File: src/rtl/stage_memory.sv
// rtl/stage_memory.sv - memory stage: dmem drive, M/W latch, mul/div retirement FSM
// A retiring mul/div takes the M/W slot for one cycle; the instruction in M is held and replayed.
module stage_memory #(
  parameter int          ADDR_W  = 12,
  parameter logic [31:0] EXC_MUL = 32'd4,
  parameter logic [31:0] EXC_DIV = 32'd5
) (
  input  logic              clock,
  input  logic              reset,
  input  logic [31:0]       insn_in,
  input  logic [31:0]       o_in,
  input  logic [31:0]       b_in,
  input  logic              exception_in,
  input  logic              flush,
  input  logic [31:0]       q_dmem,
  input  logic              multdiv_start,
  input  logic [31:0]       multdiv_insn,
  input  logic [31:0]       multdiv_result,
  input  logic              multdiv_RDY_in,
  input  logic              multdiv_exception,
  output logic [ADDR_W-1:0] address_dmem,
  output logic [31:0]       data_dmem,
  output logic              wren,
  output logic              mem_stall,
  output logic              multdiv_busy,
  output logic [31:0]       insn_out,
  output logic [31:0]       o_out,
  output logic [31:0]       d_out,
  output logic [31:0]       multdiv_result_out,
  output logic              multdiv_RDY_out,
  output logic              write_exception
);

  localparam logic [4:0] OP_SW  = 5'b00111;
  localparam logic [4:0] FN_MUL = 5'b00110;

  typedef enum logic {
    S_IDLE = 1'b0,
    S_BUSY = 1'b1
  } state_t;

  state_t      r_state;
  logic [31:0] r_saved_insn;
  logic [31:0] r_insn;
  logic [31:0] r_o;
  logic [31:0] r_d;
  logic [31:0] r_md_result;
  logic        r_md_rdy;
  logic        r_wexc;

  logic        w_busy;
  logic        w_retire;
  logic        w_is_sw;

  assign w_busy   = (r_state == S_BUSY);
  assign w_retire = w_busy & multdiv_RDY_in;
  assign w_is_sw  = (insn_in[31:27] == OP_SW);

  assign address_dmem = o_in[ADDR_W-1:0];
  assign data_dmem    = b_in;
  assign wren         = w_is_sw & ~exception_in & ~flush & ~w_retire & ~reset;
  assign mem_stall    = w_retire;
  assign multdiv_busy = w_busy;

  always_ff @(posedge clock) begin
    if (reset) begin
      r_state      <= S_IDLE;
      r_saved_insn <= '0;
      r_insn       <= '0;
      r_o          <= '0;
      r_d          <= '0;
      r_md_result  <= '0;
      r_md_rdy     <= 1'b0;
      r_wexc       <= 1'b0;
    end else begin
      // A start arriving while BUSY (including the retire cycle) is dropped.
      case (r_state)
        S_IDLE: begin
          if (multdiv_start) begin
            r_state      <= S_BUSY;
            r_saved_insn <= multdiv_insn;
          end
        end
        S_BUSY: begin
          if (multdiv_RDY_in) begin
            r_state <= S_IDLE;
          end
        end
        default: r_state <= S_IDLE;
      endcase

      if (w_retire) begin
        r_insn      <= r_saved_insn;
        r_md_result <= multdiv_result;
        r_d         <= '0;
        r_md_rdy    <= ~multdiv_exception;
        r_wexc      <= multdiv_exception;
        if (multdiv_exception) begin
          r_o <= (r_saved_insn[6:2] == FN_MUL) ? EXC_MUL : EXC_DIV;
        end else begin
          r_o <= '0;
        end
      end else if (flush) begin
        r_insn   <= '0;
        r_o      <= '0;
        r_d      <= '0;
        r_md_rdy <= 1'b0;
        r_wexc   <= 1'b0;
      end else begin
        r_insn   <= insn_in;
        r_o      <= o_in;
        r_d      <= q_dmem;
        r_md_rdy <= 1'b0;
        r_wexc   <= exception_in;
      end
    end
  end

  assign insn_out           = r_insn;
  assign o_out              = r_o;
  assign d_out              = r_d;
  assign multdiv_result_out = r_md_result;
  assign multdiv_RDY_out    = r_md_rdy;
  assign write_exception    = r_wexc;

endmodule

File: config.mk
export PLATFORM = sky130hd
export DESIGN_NAME = stage_memory
export DESIGN_NICKNAME = d
export VERILOG_FILES = /design/src/rtl/stage_memory.sv
export SDC_FILE = /design/constraint.sdc
export NUM_CORES = 1
export LEC_CHECK = 0
export CAP_MARGIN = 25
export CORE_AREA = 2 2 147 149
export DETAILED_ROUTE_END_ITERATION = 10
export DIE_AREA = 0 0 149 151
export PLACE_DENSITY_LB_ADDON = 0.2
export REMOVE_ABC_BUFFERS = 1
export SLEW_MARGIN = 10
export SYNTH_ARGS = -nofsm -noshare
export SYNTH_HDL_FRONTEND = slang
export SYNTH_SLANG_ARGS = --single-unit
File: constraint.sdc
create_clock -name clock -period 1.4 [get_ports clock]
set_input_delay 0.28 -clock clock [delete_from_list [all_inputs] [get_ports clock]]
set_output_delay 0.28 -clock clock [all_outputs]
set_load 0.05 [all_outputs]
======== Word-level counts from Yosys, hierarchy flattened ========
Cells that the tools add are included.
word-level totals
  register bits after elaboration ......... 163
  latch bits .............................. 0
  bits in writable memories ............... 0
  memories ................................ 0
  input port bits ......................... 199
  memory bits (read-only) ................. 0
  output and inout bits ................... 177
cells by class
  divide/modulo/power cells ............... 0
  shifts and indexed selects .............. 0
  equality and inequality tests ........... 2
  $add $sub $neg .......................... 0
  bitwise logic cells ..................... 11
  muxes and demuxes ....................... 11
  reductions and logical operators ........ 3
  multiply operators ...................... 0
  $lt $le $gt $ge ......................... 0
operators by type and width
  cell                                                                    count
  32-bit 2-to-1 mux                                                       4
  5-bit by 3-bit equality test with 1-bit output (second input constant)  2
  1-bit NOT                                                               6
  1-bit AND                                                               5
  1-bit 2-to-1 mux                                                        5
  3-bit 2-to-1 mux                                                        1
  3-bit OR reduction                                                      1
  1-bit one-hot mux with 2 select lines                                   1
  2-bit AND reduction                                                     1
  2-bit OR reduction                                                      1

======== Depth between registers and ports, before layout ========
Gate-level depths: netlist (run 1).
  depth in word-level cells ............... 5
  depth in mapped cells ................... 6
  mapped depth without buffers ............ 4

======== Least setup slack after synthesis (run 1) ========
No wires, ideal clock.
  path type ............................... reg-to-output
  start ................................... register r_state (netlist: multdiv_busy)
  end ..................................... output port wren
  data required time ...................... 1.120 ns
  path slack .............................. -0.526 ns
  arrival time ............................ 1.646 ns
  buffers on the path ..................... 1
  stages on the path, launching flop included .. 6
  path through ............................ dfxtp_1 > nand2_4 > inv_2 > nor3_4 > buf_2 > and3_1
on the way
  cells in the longest elaborated chain, start to end .. 4
ends and longest elaborated chain
  what                        line  text
  from (decl)                 42    state_t r_state;
  from (signal assigned)      67    r_state <= S_IDLE;
  from (signal assigned)      80    r_state <= S_BUSY;
  from (signal assigned)      86    r_state <= S_IDLE;
  1-bit AND                   56    assign w_retire = w_busy & multdiv_RDY_in;
  1-bit NOT (no source line)  -
  1-bit AND (2 in a row)      61    assign wren = w_is_sw & ~exception_in & ~flush & ~w_retire & ~reset;
  to (decl)                   23    output logic wren,
Every way passes these cells.

======== Worst setup path in the final report (run 1) ========
Same ends and word-level chain as after synthesis.

==> impl_metrics.yaml, run 1 <==
yosys:
  synth_fa_ha_area_share_pct: 0
  synth_mux_area_share_pct: 0
  synth_top_area_share_pct: 61.03
  syn_inst: 545
  ys_types: 20
  yosys.area.top_type: "dfxtp_1"
  yosys_warnings: 0
  synthSimpleGateAreaFrac_pct: 17.86
  synthXorXnorAreaFrac_pct: 0
  synth-seq-cells: 163
  synth_top_family_by_area: "simple AND/OR/NAND/NOR gates"
  netlist_area_sq_um: 5346
  yosys-top-cells-area: "dfxtp_1, nand2_1, and2_1"
  synth.avg_cell_area_sq_um: 9.810
  ys_seq_area_share_pct: 61.03
  synth_compound_area_share_pct: 11.84
final_layout:
  fin_nets: 1033
  diodes: 0
  final_layout_size_suffix_gt1_share_pct: 27.27
  nFillCells: 1801
  syn2layout_area_growth_pct: 105.2
  fin_cells: 1122
  design_area_sq_um: 10970
  final_core_util_pct: 52.68
power_and_ir_drop:
  p_comb_share_pct: 20.8
  p_switching_mw: 3.309
  p_sw_share_pct: 27.83
  ir_worst_vdd_mv: 0.7364
  internal-power_mw: 8.583
  p_leak_nw: 4.333
  clockPowerShare_pct: 37.1
  powerDensity_nw_per_um2: 1084
  pwr-share-seq_pct: 42.1
worst_setup_path:
  endpoint_kind: "output port"
  worstPathArrival_ns: 1.47
  worstPathRequired_ns: 1.12
  crit_fanout: 2
  worstSetupPathType: "reg -> out"
  worst_setup_path_start_kind: "register"
  reg2reg_slack_ns: -0.13
outcome:
  status: "finished, violations left"
  violations: "negative setup slack"
timing:
  period_minus_slack_ns: 1.753
  fmax_mhz: 570.5
  setup_viol: 95
  tightest_slew_ns: 0.5574
  fin_worst_skew_ns: 0.008232
  fin_ws_ns: -0.3529
  min_period_over_period_pct: 125.2
  rsz0062_at_grt: "yes"
  hold_violations: 0
  relSlewSlack_pct: 62.84
  holdWs_ns: 0.3436
  slew_viol_final: 0
clocking:
  cts_made_buffers: 17
  clk_pin_slew_ns: 0.06
  holdBufCountCts: 0
  clk_latency_ns: 0.41
  cts_tree: "built"
  cts_root_buffer: "clkbuf_16"
  htreeDepth: 4
  cts.sink_count: 163
  clk_path_buf_depth: 2
die:
  initial_core_util_pct: 25.68
  die_area_sq_um: 22500
  die_w_microns: 149
  core-area_sq_um: 20820
  die-height_microns: 151
  rows: 53
  pin_count: 376
placement:
  dp.cells: 1075
  dp_hpwl_mm: 14.71
  pre_cts_slack_ns: -0.4783
  gp_congestion: 0.7701
  port_buffers: 311
  postPlaceCellArea_sq_um: 10060
global_routing:
  grt_usage_pct: 16.65
  antenna_found_initial: 0
  grt_pass1_vias: 4661
  grt_overflow: 0
  grt_max_degree: 48
  grt_pass1_wl_mm: 27.99
min_path:
  hold_path_class: "in -> reg"
drt:
  vias_per_cell: 4.246
  finalWirelength_mm: 19.91
  firstDrtPassIters: 4
  drcViolationCount: 0
  ant_nets: 0
  wl_per_cell_microns: 17.75
  vias: 4764
  drtIter0Drc: 115
job:
  cap_violations: 0
[cell usage after synthesis]
library cell  instances
nand2_1             130
nor4_1                1
and2_1               62
nand2b_1              2
a21oi_1              65
buf_1                 4
nor3_1                1
nor3_4                1
dfxtp_1             163
nor2_2                1
a32o_1                1
buf_4                47
nand2_4               1
nor4b_1               1
nor2b_1               1
buf_2                15
clkbuf_1             13
and3_1                1
inv_2                 1
a22o_1               34
[per-stage QoR]
step	setup TNS, ns	power (mW)
after floorplan	-178.52	5.856
after detailed placement	-41.79	7.478
after global routing	-15.35	12.40
after global placement	-40.15	7.460
final	-9.408	11.89
after CTS	-1.185	11.96
[power groups by stage]
stage          logic [mW]  clock network, mW  registers (mW)
6_report             2.47               4.41            5.01
5_1_grt              2.60               4.77            5.03
4_1_cts              2.39               4.56            5.01
3_5_place_dp         2.36                  0            5.12
3_3_place_gp         2.35                  0            5.11
2_1_floorplan       0.277                  0            5.58
[sequential cells by signal, indices dropped and copies added (netlist names)]
signal and count:
d_out 32, multdiv_result_out 32, write_exception 1, o_out 32, multdiv_RDY_out 1, r_saved_insn 32
multdiv_busy 1, insn_out 32
[repair_timing]
item	4_1_cts	5_1_grt
hold endpoints to repair	0	0
endpoints found under the setup margin	3	90
buffers inserted	3	5
gates resized for setup	7	22
cloned	1	7
pin swaps	2	34
[per-layer routing]
metal	routed length (microns)	vias up	global-route usage (%)
met5	0	-	0
met4	103	0	3.286
met3	2711	6	10.21
met2	9191	270	26.36
met1	7905	2184	19.39
li1	-	2304	-
[final timing paths]
check                                 from                            end  cells past startpoint
max reg2reg        multdiv_busy$_SDFF_PP0_           o_out[16]$_SDFF_PP0_                      9
min reg2reg  r_saved_insn[13]$_SDFFE_PP0P_  r_saved_insn[13]$_SDFFE_PP0P_                      2
min                         multdiv_RDY_in        multdiv_busy$_SDFF_PP0_                      3
max                multdiv_busy$_SDFF_PP0_                           wren                      5
[cell type report]
class	instances	area, sq um	area share [%]
repair buffers	349	5175	47.18
flip-flops and latches	163	3264	29.76
multi-input cells	302	1625	14.82
clock buffers	18	439.2	4.004
well taps	275	344.1	3.137
clock inverters	14	115.1	1.049
inverters	1	6.256	0.05703
[kinds of logic (layout without fill, tap and decap cells)]
family	Yosys count	after routing
flip-flops	163	163
AO/OA/AOI/OAI	100	100
buffers and inverters	80	382
AND/OR/NAND/NOR	202	202
[critical path: stages, from the launching register on]
cell and delay [ns]:
dfxtp_2 0.34, nand2_4 0.07, inv_4 0.04, nor3_4 0.24, and3_4 0.24, buf_12 0.13
[cell usage in the layout (no fill, tap or decap), drive strengths merged, types with 2 or more instances in the layout]
cell type      Yosys  layout
buf               66     177
clkdlybuf4s50      0     164
dfxtp            163     163
nand2            131     131
a21oi             65      65
and2              62      62
a22o              34      34
clkbuf            13      24
inv                1       8
clkinvlp           0       4
clkinv             0       3
nor3               2       2
nand2b             2       2
(Power assumes the default switching activity.)
==> run 2: changes to the inputs <==
--- a/config.mk
+++ b/config.mk
@@ -6,9 +6,9 @@
 export NUM_CORES = 1
 export LEC_CHECK = 0
 export CAP_MARGIN = 25
-export CORE_AREA = 2 2 147 149
+export CORE_AREA = 2 2 145 147
 export DETAILED_ROUTE_END_ITERATION = 10
-export DIE_AREA = 0 0 149 151
+export DIE_AREA = 0 0 147 149
 export PLACE_DENSITY_LB_ADDON = 0.2
 export REMOVE_ABC_BUFFERS = 1
 export SLEW_MARGIN = 10
==> constraint.sdc (replaced) <==
create_clock -name clock -period 2.1 [get_ports clock]
set_input_delay 0.42 -clock clock [delete_from_list [all_inputs] [get_ports clock]]
set_output_delay 0.42 -clock clock [all_outputs]
set_load 0.05 [all_outputs]
==> run 2 against run 1 <==
  * The run now ends clean
  * Die area down 2.6%
  * First-iteration DRC count down 1.7%
  * Sequential power down 35%
  * Worst setup slack better by 0.45 ns
  * Register-to-register slack better by 0.68 ns
  * Utilization down 8.0 points
  * Final cell count down 2.1%
  * Critical path type unchanged
  * Largest cell class unchanged
  * Largest power group unchanged
==> impl_metrics.yaml, run 2 (synthesized netlist as in run 1, its figures left out) <==
final_layout:
  layout_common_cells: "clkdlybuf4s50_1, dfxtp_1, nand2_1"
  nFillCells: 1963
  seq_area_sq_um: 3263
  final_layout_size_suffix_gt1_share_pct: 8.384
  fin_cells: 1098
  syn2layout_area_growth_pct: 71.73
  fin_nets: 1009
  diodes: 0
  final_common_cell: "clkdlybuf4s50_1"
  final_core_util_pct: 44.66
  design_area_sq_um: 9181
  multi_input_area_sq_um: 1608
die:
  rows: 53
  core-area_sq_um: 20560
  pin_count: 376
  die_w_microns: 147
  initial_core_util_pct: 26.01
  die_area_sq_um: 21900
  die-height_microns: 149
global_routing:
  grt_pass1_wl_mm: 26.46
  grt_usage_pct: 16.20
  grt_max_degree: 64
  grt_pass1_vias: 4417
  antenna_found_initial: 0
  grt_overflow: 0
worst_setup_path:
  crit_fanout: 2
  crit_path_max_incr_delay_ns: 0.82
  rr_worst_depth: 6
  reg2reg_slack_ns: 0.55
  cp_cell_sequence: "clkdlybuf4s50_1"
  worst-path-buf-inv: 1
  worstPathRequired_ns: 1.68
  worstPathArrival_ns: 1.58
  reg2reg_from: "multdiv_busy$_SDFF_PP0_"
  reg2reg_to: "insn_out[24]$_SDFF_PP0_"
  slowest_stage: "clkdlybuf4s50_1"
  worstSetupPathType: "reg -> out"
  endpoint_kind: "output port"
  crit_family: "buffers and inverters"
  worst_setup_path_start_kind: "register"
power_and_ir_drop:
  finalPower_mw: 7.636
  ir_worst_vdd_mv: 0.5041
  p_leak_nw: 3.485
  powerDensity_nw_per_um2: 831.7
clocking:
  cts_made_buffers: 17
  cts_root_buffer: "clkbuf_16"
  clk_latency_ns: 0.42
  htreeDepth: 4
  clk_pin_slew_ns: 0.07
  clk_path_buf_depth: 2
  cts.sink_count: 163
  cts_tree: "built"
  holdBufCountCts: 0
placement:
  pre_cts_slack_ns: -0.08244
  dp.cells: 1065
  port_buffers: 311
  dp_hpwl_mm: 13.14
  gp_congestion: 0.7452
  postPlaceCellArea_sq_um: 8592
timing:
  hold_violations: 0
  fin_tns_setup_ns: 0
  fin_worst_skew_ns: 0.008255
  slew_viol_final: 0
  holdWs_ns: 0.3941
  fin_ws_ns: 0.09567
  rsz0062_at_grt: "no"
  min_period_over_period_pct: 95.44
  tightest_slew_ns: 0.5618
  period_minus_slack_ns: 2.004
  setup_viol: 0
  relSlewSlack_pct: 62.43
  fmax_mhz: 498.9
min_path:
  min_to: "multdiv_busy$_SDFF_PP0_"
  hold_start: "multdiv_RDY_in"
  hold_path_class: "in -> reg"
  whs_path_depth: 3
drt:
  vias: 4541
  ant_nets: 0
  drcViolationCount: 0
  firstDrtPassIters: 4
  finalWirelength_mm: 18.01
  vias_per_cell: 4.136
  drtIter0Drc: 113
  wl_per_cell_microns: 16.40
outcome:
  status: "finished clean"
job:
  cap_violations: 0
[run 2: worst max-delay path by stage]
stage | slack [ns] | cells past startpoint | start | end
2_1_floorplan | -1.53 | 4 | multdiv_busy$_SDFF_PP0_ | wren
3_3_place_gp | -0.06 | 6 | multdiv_RDY_in | insn_out[8]$_SDFF_PP0_
3_5_place_dp | -0.08 | 6 | multdiv_RDY_in | insn_out[1]$_SDFF_PP0_
6_report | 0.1 | 1 | multdiv_result_out[27]$_SDFFE_PP0P_ | multdiv_result_out[27]
5_1_grt | 0.02 | 1 | multdiv_result_out[13]$_SDFFE_PP0P_ | multdiv_result_out[13]
4_1_cts | 0.006 | 7 | multdiv_RDY_in | wren
[run 2: area by class of cell]
type                       count  share of cell area (%)
sequential                   163                   35.54
inverter                       1                 0.04088
multi-input combinational    302                   17.51
tap                          275                   3.748
clock buffer                  18                   4.674
clock inverter                14                   1.540
timing repair buffer         325                   36.94
[run 2: what timing repair did]
| action | in CTS | in global routing |
|---|---|---|
| endpoints found under the setup margin | 1 | 1 |
| gates resized for setup | 2 | 1 |
| pin swaps | 1 | 0 |
| endpoints found under the hold margin | 0 | 0 |
| setup buffers | 1 | 0 |
[run 2: where the power goes]
group / leakage (nW) / switching [mW] / total, mW / internal (mW)
clock network: 0.273 / 1.39 / 3.06 / 1.67
logic: 1.88 / 0.698 / 1.29 / 0.595
registers: 1.33 / 0.0504 / 3.28 / 3.23
total: 3.48 / 2.14 / 7.64 / 5.50
[run 2: metal layers]
layer | vias up | routed length [microns] | GRT usage, %
li1 | 2246 | - | -
met1 | 2021 | 7141 | 18.32
met2 | 265 | 8259 | 25.92
met3 | 9 | 2474 | 9.602
met4 | 0 | 135 | 4.760
met5 | - | 0 | 0
==> variant 1: new RTL, flow settings as in run 1 <==
Change the parameter `ADDR_W` from 12 to 13.
--- a/src/rtl/stage_memory.sv
+++ b/src/rtl/stage_memory.sv
@@ -1,7 +1,7 @@
 // rtl/stage_memory.sv - memory stage: dmem drive, M/W latch, mul/div retirement FSM
 // A retiring mul/div takes the M/W slot for one cycle; the instruction in M is held and replayed.
 module stage_memory #(
-  parameter int          ADDR_W  = 12,
+  parameter int          ADDR_W  = 13,
   parameter logic [31:0] EXC_MUL = 32'd4,
   parameter logic [31:0] EXC_DIV = 32'd5
 ) (
Interface: changed (resized address_dmem); port bits go from 376 to 377. No check against the original RTL was run, so the function may have changed too.
==> variant 1 against run 1 <==
  * The flow still finishes with violations (negative setup slack)
  * Clock skew increased by 0.00096 ns
  * Core utilization about the same
  * Wire length decreased by 1.3%
  * Synthesized area increased by 0.14%
  * First-iteration DRC count increased by 23%
  * Setup slack got worse by 0.0011 ns
  * Sequential cell count unchanged
  * Via count about the same
  * Cell count unchanged
  * Cell area about the same
  * Clock power decreased by 1%
  * Non-clock buffer count increased by 1
  * Power decreased by 0.52%
  * Critical path depth unchanged
==> variant 1: results (changes against run 1) <==
Place
• 10100 µm² — area post-placement, about the same
• 0.743 — weighted congestion reported at the end of routability-driven placement, was 0.770
• 1079 — number of placed cells counting well taps, was 1075
• -0.487 ns — dpl ws, was -0.478 ns

Synthesis
• 163 x dfxtp_1, 130 x nand2_1, 65 x a21oi_1 — commonest cells in the netlist, unchanged
• 0.609 — part of the Yosys area used for sequential elements, was 0.610
• 546 — number of instances in the synthesized netlist, was 545

Finish
• 0.152 — multi-input logic portion of the cell area, was 0.148
• 0.0501 — final-layout clock-cell area share, was 0.0505
• 0.298 — fraction of standard cell area that is sequential, about the same
• 17 — clk_buf instances, was 18
• 0.468 — fraction of area in non-clock buffers, was 0.472
• 1034 — number of nets at the end of the flow, was 1033
• 1848 — FILL cells, was 1801
• 0.293 — share of cells above drive strength 1, was 0.273
• 105% — area added between synthesis and finish, about the same

Power
• 4.35 nW — Leak, was 4.33 nW

Timing
• 0.00919 ns — Fin Clk Skew, was 0.00823 ns
• 0.370 ns — Worst Tran Pin Value, was 0.557 ns
• 64 — final setup violation count, was 95
• -0.354 ns — Worst Setup Slack, final, was -0.353 ns
• -3.07 ns — setup_tns, was -9.41 ns

GRT
• 0.104 — GR met3 Demand/Resource, was 0.102
• 35 — pin count of the biggest net entering global routing, was 48
• 4604 — via count of the first global-routing pass, was 4661
• 0.166 — global-route usage over all layers, was 0.167
• 0.264 — met2 routing resource usage after global routing, about the same

Routing
• 142 — violation count after the first detailed-route iteration, was 115
• 17.5 µm — WL per Instance, was 17.7 µm
• 9080 µm — met2 wirelength from detailed routing, was 9190 µm
• met5 — highest routed metal layer, was met4
• 4.24 — vias per cell, was 4.25

Outcome
• negative setup slack — failing checks, unchanged
• finished with violations — outcome, unchanged

-- variant 1: logic make-up (layout without fill, tap and decap cells) --
kind of cell | count (synthesis) | in the layout | synth area share
AND/OR/NAND/NOR | 202 | 202 | 0.178
AO/OA/AOI/OAI | 100 | 100 | 0.118
flip-flops | 163 | 163 | 0.609
buffers and inverters | 81 | 382 | 0.0939
-- variant 1: tightest hold or removal path, stage by stage --
cell,delay [ns]
dlymetal6s2s_1,0.14
nand2b_1,0.15
a21oi_1,0.07
-- variant 1: worst paths after layout --
check                    from                to  slack, ns  cells past startpoint
max              multdiv_busy              wren      -0.35                      5
min            multdiv_RDY_in      multdiv_busy       0.27                      3
max reg2reg      multdiv_busy         d_out[14]      -0.07                      8
min reg2reg  r_saved_insn[26]  r_saved_insn[26]       0.45                      2
-- variant 1: timing repair --
item                                   CTS  global route
buffers inserted                         2             3
setup endpoints to repair                3            77
gates cloned                             0             8
resized for setup                        4            39
pin swaps                                2            40
hold buffers                             0             0
endpoints found under the hold margin    0             0
==> variant 2: new RTL, settings of run 1 <==
Made on the original files. Add an input register stage for `multdiv_insn`, without a reset; this delays it by one clock. The other inputs are not delayed to match.
--- a/src/rtl/stage_memory.sv
+++ b/src/rtl/stage_memory.sv
@@ -39,6 +39,12 @@
     S_BUSY = 1'b1
   } state_t;
 
+  logic [31:0] multdiv_insn_q;
+
+  always_ff @(posedge clock) begin
+    multdiv_insn_q <= multdiv_insn;
+  end
+
   state_t      r_state;
   logic [31:0] r_saved_insn;
   logic [31:0] r_insn;
@@ -78,7 +84,7 @@
         S_IDLE: begin
           if (multdiv_start) begin
             r_state      <= S_BUSY;
-            r_saved_insn <= multdiv_insn;
+            r_saved_insn <= multdiv_insn_q;
           end
         end
         S_BUSY: begin
Formal check against the unedited RTL: not equivalent (a bounded check fails within 4 cycles, from zero or initial values and one cycle with reset high).
==> variant 2 against run 1 <==
  * The flow still finishes with violations (negative setup slack)
  * Combinational power shrank 3%
  * Power up 11%
  * Setup slack worse by 0.025 ns
  * Wire length is 2.8% lower
  * Core utilization is 1.9 points higher
  * Cell area is 3.7% higher
  * Sequential cell count is 32 higher
  * Clock power is 7.9% higher
  * Synthesized area rose by 12%
  * Clock skew is 0.0014 ns higher
==> variant 2: results (changes against run 1) <==
Outcome
• finished with violations — outcome, unchanged
• negative setup slack — failing checks, unchanged

Timing
• 0.750 — normalized max-slew margin, was 0.628
• 2 — final setup violation count, was 95
• 0.00962 ns — Fin Clk Skew, was 0.00823 ns
• -0.378 ns — Worst Setup Slack, final, was -0.353 ns
• -0.505 ns — setup_tns, was -9.41 ns

Finish
• 0 — Antenna diodes, unchanged
• 0.247 — share of cells above drive strength 1, was 0.273
• 1143 — filler-free cell count of the finished design, was 1122
• 1778 — FILL cells, was 1801

Place
• 14900 µm — HPWL Detailed, was 14700 µm
• 0.751 — weighted congestion reported at the end of routability-driven placement, was 0.770
• 311 — Port Buf Inserts, unchanged
• -0.439 ns — dpl ws, was -0.478 ns

Clocking
• clkbuf_16 — buffer cell driving the clock tree root, unchanged
• 17 — number of buffers created by CTS, unchanged
• 4 — number of levels in the clock H-tree, unchanged
• 0.08 ns — clock-pin slew reported for the worst setup and hold paths after clock tree synthesis, was 0.06 ns
• 0.43 ns — clock latency reported for the late side of the worst-skew pair, was 0.41 ns
• 2 — Clock Tree Buf Depth, unchanged

Power
• 4.50 nW — Leak, was 4.33 nW
• 0.000773 V — worst IR drop on VDD, was 0.000736 V
• 0.277 — net switching fraction of the power, was 0.278

GRT
• 0.174 — global-route usage over all layers, was 0.167
• 35 — pin count of the biggest net entering global routing, was 48
• 4857 — via count of the first global-routing pass, was 4661
• 28900 µm — wire length of the first global-routing pass, was 28000 µm
• 1 — antenna violations before repair, was 0

Routing
• 19400 µm — total routed wirelength, was 19900 µm
• 164 — violation count after the first detailed-route iteration, was 115
• 4 — first drt pass iteration count, unchanged
• 4798 — total vias in the final route, was 4764

Synthesis
• 576 — number of instances in the synthesized netlist, was 545
• 21 — number of distinct standard cells referenced by the synthesized netlist, was 20
• 195 x dfxtp_1, 130 x nand2_1, 64 x a21oi_1 — commonest cells in the netlist, was 163 x dfxtp_1, 130 x nand2_1, 65 x a21oi_1
• dfxtp_1 — most used flip-flop cell after synthesis, unchanged
• dfxtp_1 65%, nand2_1 8.2%, and2_1 6.5% — largest cells by area after synthesis, was dfxtp_1 61%, nand2_1 9.1%, and2_1 7.3%
• 0.653 — part of the Yosys area used for sequential elements, was 0.610
• 0 — Async SR Flop Fraction, unchanged
• 0 — Warnings, synthesis, unchanged

Critical path
• 2 — CP max FO, unchanged
• 1.50 ns — Crit path arrival time, was 1.47 ns
• 0.06 ns — R2R Setup Slk, was -0.13 ns

Worst hold path
• in2reg — Hold WC Path Type, unchanged

-- variant 2: final cells by class --
cell class                      count  share of cell area
Timing Repair Buffer              338               0.433
Sequential cell                   195               0.343
Multi-Input combinational cell    302               0.141
Clock buffer                       17              0.0374
Tap cell                          275              0.0302
Clock inverter                     15              0.0139
Inverter                            1            0.000550
-- variant 2: cells by family after synthesis --
logic type,count (synthesis),synth area share
AOI/OAI and AO/OA,99,0.105
buffers and inverters,79,0.0820
DFF,195,0.653
and+or+nand+nor,203,0.160
-- variant 2: critical path, cell delays in order, from the launching register on --
cell and delay [ns]:
dfxtp_2 0.34, nand2_4 0.07, inv_4 0.04, nor3_4 0.17
buf_12 0.14, and3_4 0.18, buf_12 0.13
-- variant 2: path summary, 6_finish.rpt --
path                       from                     end  cells after the start
max                multdiv_busy                    wren                      6
min             multdiv_insn[0]       multdiv_insn_q[0]                      1
max reg2reg        multdiv_busy  multdiv_result_out[25]                      9
min reg2reg  multdiv_insn_q[11]        r_saved_insn[11]                      2
-- variant 2: through the flow --
stage	cell area, µm²	hold slack [ns]
finish	11400	0.287
global route	11400	0.253
CTS	11400	0.259
detailed placement	10700	0.426
global placement	10700	0.419
floorplan	5490	0.308
-- variant 2: what timing repair did --
action	CTS	global route
setup endpoints to repair	3	5
hold endpoints to repair	0	0
gates resized for setup	7	5
gates cloned	1	0
hold buffers	0	0
buffers inserted	2	3
-- variant 2: routing by layer --
layer  part of all wire  wire length (µm)  vias to the layer above  track usage
met5             0.0032                62                        -       0.0159
met3               0.14              2740                       17        0.110
met1               0.37              7200                     2136        0.187
li1                   -                 -                     2375            -
met4              0.012               228                        4       0.0462
met2               0.47              9120                      266        0.284
-- variant 2: power by group through the flow --
| stage | sequential [W] | combinational, W | clock [W] |
|---|---|---|---|
| detailed placement | 0.00612 | 0.00240 | 0 |
| CTS | 0.00599 | 0.00244 | 0.00492 |
| floorplan | 0.00659 | 0.000285 | 0 |
| global placement | 0.00612 | 0.00239 | 0 |
| finish | 0.00599 | 0.00240 | 0.00476 |
| global route | 0.00602 | 0.00253 | 0.00517 |
